### config.mk
export PLATFORM = sky130hd
export DESIGN_NAME = jtcomsc_snd_cmd
export DESIGN_NICKNAME = d
export VERILOG_FILES = /design/src/rtl/jtcomsc_snd_pkg.sv /design/src/rtl/jtcomsc_snd_fifo.sv /design/src/rtl/jtcomsc_snd_cmd.sv
export SDC_FILE = /design/constraint.sdc
export NUM_CORES = 1
export LEC_CHECK = 0
export CAP_MARGIN = 20
export CORE_MARGIN = 2
export CORE_UTILIZATION = 39
export CTS_CLUSTER_DIAMETER = 80
export DETAILED_ROUTE_END_ITERATION = 10
export PLACE_DENSITY = 0.79
export SYNTH_ARGS = -nofsm -noshare
export SYNTH_HDL_FRONTEND = slang
export SYNTH_SLANG_ARGS = --single-unit
### constraint.sdc
create_clock -name clk -period 1.85 [get_ports clk]
set_input_delay 0.2775 -clock clk [delete_from_list [all_inputs] [get_ports clk]]
set_output_delay 0.2775 -clock clk [all_outputs]
set_load 0.02 [all_outputs]
### src/rtl/jtcomsc_snd_pkg.sv
// rtl/jtcomsc_snd_pkg.sv - shared constants for the sound command bridge
// Optional FIFO build: JTCOMSC_SNDCMD_FIFO_EN
package jtcomsc_snd_pkg;

  localparam int SND_DW = 8;

  localparam logic [1:0] INT_IDLE = 2'd0;
  localparam logic [1:0] INT_REQ  = 2'd1;
  localparam logic [1:0] INT_ACKD = 2'd2;

  typedef enum logic [1:0] {
    ST_IDLE = INT_IDLE,
    ST_REQ  = INT_REQ,
    ST_ACKD = INT_ACKD
  } int_state_e;

endpackage

### src/rtl/jtcomsc_snd_fifo.sv
// rtl/jtcomsc_snd_fifo.sv - synchronous command FIFO, built only with JTCOMSC_SNDCMD_FIFO_EN
`ifdef JTCOMSC_SNDCMD_FIFO_EN
module jtcomsc_snd_fifo #(
  parameter int DW = 8,
  parameter int AW = 2
) (
  input  logic          clk,
  input  logic          rst,
  input  logic          push,
  input  logic [DW-1:0] push_data,
  input  logic          pop,
  output logic [DW-1:0] head,
  output logic          full,
  output logic          empty,
  output logic [AW:0]   count,
  output logic [AW:0]   next_count
);

  localparam int DEPTH = 1 << AW;

  logic [DW-1:0] mem_q [DEPTH];
  logic [AW-1:0] wr_ptr_q, wr_ptr_d;
  logic [AW-1:0] rd_ptr_q, rd_ptr_d;
  logic [AW:0]   count_q, count_d;
  logic          push_acc, pop_acc;

  always_comb begin
    full     = count_q[AW];
    empty    = (count_q == '0);
    pop_acc  = pop & ~empty;
    // a full FIFO still accepts a push when the same clk frees a slot
    push_acc = push & (~full | pop_acc);
    wr_ptr_d = wr_ptr_q + AW'(push_acc);
    rd_ptr_d = rd_ptr_q + AW'(pop_acc);
    count_d  = count_q + {{AW{1'b0}}, push_acc} - {{AW{1'b0}}, pop_acc};
    head       = mem_q[rd_ptr_q];
    count      = count_q;
    next_count = count_d;
  end

  always_ff @(posedge clk) begin
    if (rst) begin
      wr_ptr_q <= '0;
      rd_ptr_q <= '0;
      count_q  <= '0;
    end else begin
      wr_ptr_q <= wr_ptr_d;
      rd_ptr_q <= rd_ptr_d;
      count_q  <= count_d;
    end
  end

  always_ff @(posedge clk) begin
    if (!rst && push_acc) mem_q[wr_ptr_q] <= push_data;
  end

endmodule
`endif

### src/rtl/jtcomsc_snd_cmd.sv
// rtl/jtcomsc_snd_cmd.sv - main-CPU to Z80 sound command latch with level /INT
// JTCOMSC_SNDCMD_FIFO_EN selects a FIFO of 2^FIFO_AW commands instead of one register
module jtcomsc_snd_cmd
  import jtcomsc_snd_pkg::*;
#(
  parameter int DW      = SND_DW,
  parameter int FIFO_AW = 2
) (
  input  logic          clk,
  input  logic          rst,
  input  logic          snd_cen,
  input  logic          snd_irq,
  input  logic [DW-1:0] snd_latch,
  input  logic          latch_rd,
  input  logic          m1_n,
  input  logic          iorq_n,
  output logic          snd_int_n,
  output logic [DW-1:0] cmd_dout,
  output logic          cmd_pend,
  output logic          overrun
);

  int_state_e state_q, state_d;
  logic       irq_hist_q, irq_hist_d;
  logic       overrun_q, overrun_d;
  logic       new_cmd, rd, ack, iack_cyc;
  logic       pend_nxt;

  always_comb begin
    irq_hist_d = snd_irq;
    new_cmd    = snd_irq & ~irq_hist_q;
    rd         = latch_rd & snd_cen;
    iack_cyc   = ~m1_n & ~iorq_n;
    ack        = snd_cen & iack_cyc;
  end

`ifdef JTCOMSC_SNDCMD_FIFO_EN
  logic [DW-1:0]    fifo_head;
  logic             fifo_full, fifo_empty;
  logic [FIFO_AW:0] fifo_count, fifo_next_count;

  jtcomsc_snd_fifo #(
    .DW (DW),
    .AW (FIFO_AW)
  ) u_fifo (
    .clk        (clk),
    .rst        (rst),
    .push       (new_cmd),
    .push_data  (snd_latch),
    .pop        (rd),
    .head       (fifo_head),
    .full       (fifo_full),
    .empty      (fifo_empty),
    .count      (fifo_count),
    .next_count (fifo_next_count)
  );

  always_comb begin
    overrun_d = overrun_q | (new_cmd & fifo_full & ~(rd & ~fifo_empty));
    pend_nxt  = (fifo_next_count != '0);
    cmd_pend  = (fifo_count != '0);
    // stale storage is masked so an empty FIFO reads as zero
    cmd_dout  = fifo_empty ? '0 : fifo_head;
  end
`else
  logic [DW-1:0] cmd_q, cmd_d;
  logic          pend_q, pend_d;

  always_comb begin
    cmd_d     = cmd_q;
    pend_d    = pend_q;
    overrun_d = overrun_q;
    if (rd) pend_d = 1'b0;
    if (new_cmd) begin
      cmd_d  = snd_latch;
      pend_d = 1'b1;
      // a read in the same clk retires the old byte, so nothing is lost
      if (pend_q && !rd) overrun_d = 1'b1;
    end
    pend_nxt = pend_d;
    cmd_pend = pend_q;
    cmd_dout = cmd_q;
  end

  always_ff @(posedge clk) begin
    if (rst) begin
      cmd_q  <= '0;
      pend_q <= 1'b0;
    end else begin
      cmd_q  <= cmd_d;
      pend_q <= pend_d;
    end
  end
`endif

  always_comb begin
    state_d = state_q;
    case (state_q)
      ST_IDLE: if (pend_nxt) state_d = ST_REQ;
      ST_REQ: begin
        if (ack)           state_d = ST_ACKD;
        else if (!pend_nxt) state_d = ST_IDLE;
      end
      // leave only once the Z80 acknowledge cycle has ended
      ST_ACKD: if (!iack_cyc) state_d = pend_nxt ? ST_REQ : ST_IDLE;
      default: state_d = ST_IDLE;
    endcase
    snd_int_n = (state_q != ST_REQ);
    overrun   = overrun_q;
  end

  always_ff @(posedge clk) begin
    if (rst) begin
      state_q    <= ST_IDLE;
      irq_hist_q <= 1'b0;
      overrun_q  <= 1'b0;
    end else begin
      state_q    <= state_d;
      irq_hist_q <= irq_hist_d;
      overrun_q  <= overrun_d;
    end
  end

endmodule

; ---- Yosys cells after proc, flatten, opt, wreduce, memory -nomap -nowiden
; Index checks and enable logic that the tools add are counted.
[word_totals]
in_bits = 15
out_inout_bits = 11
register_bits = 13
word_cells = 31
[op_classes]
mux = 8
eq_ne = 6
n_reduce_logical = 5
n_bitwise = 7
[ops]
columns = operator, n
row1 = $mux 2, 4
row2 = $pmux 2 s3, 1
row3 = $and 1x1->1, 4
row4 = $ne 2x2->1 const B, 2
row5 = $mux 1, 3
row6 = $ne 3x3->1 const B, 1
row7 = $not 1->1, 3
row8 = $reduce_and 3->1, 1
row9 = $eq 2x1->1 const B, 1
row10 = $eq 2x2->1 const B, 1
row11 = $logic_not 2->1, 1
row12 = $ne 2x1->1 const B, 1
row13 = $reduce_and 2->1, 1
row14 = $logic_and 1x1->1, 1
row15 = $logic_not 1->1, 1

; ---- Logic depth before layout (Yosys ltp)
[depth]
word_depth = 6
ltp_mapped = 4
ltp_nobuf = 3

; ---- Worst setup path after synthesis
; OpenSTA, ideal clock, no wires.
[synth_timing]
path_kind = reg2reg
startpoint = reg pend_q, in the netlist cmd_pend
endpoint = reg state_q[0]
arrival_ns = 0.946
path_buffers = 0
path_stages_with_launch = 4
setup_slack_ns = 0.844
required_time_ns = 1.791
setup_ns = 0.059
path_cell_list = dfxtp_1 > a21bo_2 > a21oi_4 > and3_1
[synth_between]
elab_chain_cells = 5
elab_cells_between_ends = 8
[synth_lines]
columns = element, line_no
row1 = "start, declared", jtcomsc_snd_cmd.sv:67  ; logic pend_q, pend_d;
row2 = "start signal, assigned", jtcomsc_snd_cmd.sv:91  ; pend_q <= pend_d;
row3 = $mux 1 (*), jtcomsc_snd_cmd.sv:73  ; if (rd) pend_d = 1'b0;
row4 = $mux 1 (*), jtcomsc_snd_cmd.sv:74  ; if (new_cmd) begin
row5 = $mux 1, jtcomsc_snd_cmd.sv:105  ; ST_ACKD: if (!iack_cyc) state_d = pend_nxt ? ST_REQ : ST_IDLE;
row6 = $mux 2, jtcomsc_snd_cmd.sv:105
row7 = $pmux 2 s3, jtcomsc_snd_cmd.sv:98  ; case (state_q)
row8 = "end signal, assigned", jtcomsc_snd_cmd.sv:118  ; state_q <= state_d;
row9 = "end, declared", jtcomsc_snd_cmd.sv:23  ; int_state_e state_q, state_d;
; Mark *: on every way between the ends. The rest lies on a longest branch, timed or not. The select of a mux whose other input is x is not followed.
; A chain may end at the register's enable or synchronous reset.

; ---- Worst setup path in the final report
[layout_timing]
startpoint = reg state_q[0]
endpoint = out snd_int_n
[layout_between]
elab_chain_cells = 1
[layout_lines]
columns = element, line_no
row1 = $ne 2x1->1, jtcomsc_snd_cmd.sv:108  ; snd_int_n = (state_q != ST_REQ);
row2 = "end, declared", jtcomsc_snd_cmd.sv:17  ; output logic snd_int_n,
; No other way between the ends.

==> impl_metrics.tcl <==
set metrics [dict create \
    status "complete, no violations" \
    hold_violations 0 \
    synth.avg_cell_area_um2 9.05 \
    grt_first_pass_wirelength_um 1750 \
    initial_core_util 0.438 \
    rsz0062_at_grt "no" \
    ys_ff_latch 13 \
    cp.required_ns 1.57 \
    yosysSeqAreaShare 0.514 \
    die_area_mm2 0.00160 \
    core_mm2 0.00116 \
    grt_max_degree 13 \
    grt_usage 0.177 \
    final_core_util 0.672 \
    power.density_mw_per_mm2 767 \
    die_w_um 40.0 \
    insertion_delay_ns 0.28 \
    cts.sinks 13 \
    fin_crit_ns 1.71 \
    layout_common_cells "clkdlybuf4s50_1, nand2_1, dfxtp_1" \
    drv_cap 0 \
    cts_root_buf "clkbuf_4" \
    cts_max_level 1 \
    fin_crit_sh 0.924 \
    holdBufCountCts 0 \
    leakage_nw 0.287 \
    first_pass_iters 4 \
    cts_setup_buffers 0 \
    worst_slew_pin_slew_ns 0.503 \
    num_vias 461 \
    cp.arrival_ns 1.43 \
    syn_area_um2 507 \
    antenna_found_initial 0 \
    start_kind "register" \
    ios 26 \
    hold_class "register to register" \
    max_slew_margin 0.664 \
    fp.dieH_um 40.0 \
    fin_skew_ns 0.00530 \
    area_growth_pct 53.3 \
    synth_area_leader_cell "dfxtp_1" \
    cp_cell_sequence "or2b_1 -> clkdlybuf4s50_1" \
    crit_path_end_kind "primary output" \
    final_net_count 98 \
    syn_nets 71 \
    io_buffer_count 25 \
    stdcell_area_um2 777 \
    first_global_vias 428 \
    critPathBufInv 1 \
    crit_family "buffers and inverters" \
    final_antenna_net_count 0 \
    routed_wl_um 1110 \
    gr-total-overflow 0 \
    report.final.slew_viol_count 0 \
    synthCells 56 \
    hpwlAfterDp_um 828 \
    fin_hold_ws_ns 0.455 \
    synthTopCellsByArea "dfxtp_1, nand2_1, a21oi_1, a21oi_4, a2111oi_2" \
    cpMaxStageDelayCell "clkdlybuf4s50_1" \
    drt_iter0_drc 3 \
    fill_cells 105 \
    routedWlPerCell_um 11.5 \
    synth_warnings 0 \
    slowest_delay_ns 0.53 \
    drive_gt1_frac 0.0854 \
    power_mw 0.596 \
    clk_pin_slew_ns 0.08 \
    place_area_um2 751 \
    antenna_cells 0 \
    setup_viol 0 \
    place_congestion 0.697 \
    route.detailed.drc 0 \
    final_common_cell "clkdlybuf4s50_1" \
    synth_top_area_frac 0.514 \
    clockBufferDepth 2 \
    setup_tns_ns 0 \
    crit_fanout 5 \
    post_cts_resized 0 \
    synth.lib_cells_used.distinct 19 \
    fmax_mhz 585 \
    critPathKind "register to primary output" \
    ir_drop_mv 0.645 \
    rows 12 \
    cts_tree "done" \
    avgViaCountPerCell 4.80 \
    cts_buffers 3 \
]
## worst min-delay path: stages, from the launching register on
cell	delay, ns
dfxtp_1	0.31
nand2_1	0.05
a21oi_1	0.05
## cells by family (layout without fill, tap and decap cells)
family | count (synthesis) | after routing | share of synthesized area
compound gates | 13 | 13 | 0.190
simple gates | 27 | 27 | 0.249
buf+inv | 3 | 29 | 0.0469
flops | 13 | 13 | 0.514
## cells in the mapped netlist
| library cell | instances |
|---|---|
| nor2_1 | 2 |
| nand3b_1 | 1 |
| and2b_2 | 1 |
| nand2_1 | 17 |
| buf_4 | 1 |
| a2111oi_2 | 1 |
| a21oi_1 | 8 |
| a21bo_2 | 1 |
| buf_2 | 1 |
| and2_1 | 1 |
| a21oi_4 | 1 |
| nor2b_1 | 1 |
| nand2b_1 | 2 |
| and3_1 | 1 |
| o21ba_1 | 1 |
| buf_6 | 1 |
| dfxtp_1 | 13 |
| o21ai_0 | 1 |
| or2b_1 | 1 |
## cell type report
type,instances,area (um^2),area share
flip-flops and latches,13,260,0.335
clock buffers,4,26.3,0.0338
multi-input cells,40,223,0.287
well taps,14,17.5,0.0225
repair buffers,25,250,0.322
## stage by stage
stage | worst slack [ns] | cells
floorplan | 0.844 | 56
global placement | 0.429 | 92
detailed placement | 0.368 | 92
CTS | 0.122 | 96
global route | 0.0623 | 96
finish | 0.141 | 96
## where the power goes
group	internal (mW)	switching [mW]
combinational	0.0653	0.0514
sequential	0.295	0.00776
clock	0.0838	0.0923
total	0.444	0.151
## layer usage
| layer | routed length (um) | vias up | GRT usage |
|---|---|---|---|
| li1 | - | 234 | - |
| met1 | 444 | 210 | 0.172 |
| met2 | 571 | 14 | 0.302 |
| met3 | 70 | 3 | 0.0833 |
| met4 | 19 | 0 | 0.103 |
| met5 | 0 | - | 0 |
## flip-flops by register name, summed over array words and instances (netlist names)
name and flops:
irq_hist_q 1, state_q 2, cmd_dout 8, overrun 1, cmd_pend 1
## path summary, 6_finish.rpt
path	startpoint	to	slack (ns)	cells after the start
setup / recovery	state_q[0]	snd_int_n	0.14	2
setup reg to reg	irq_hist_q	overrun	0.80	3
hold / removal	cmd_dout[0]	cmd_dout[0]	0.46	2
hold reg to reg	cmd_dout[0]	cmd_dout[0]	0.46	2
(Power assumes the default switching activity.)
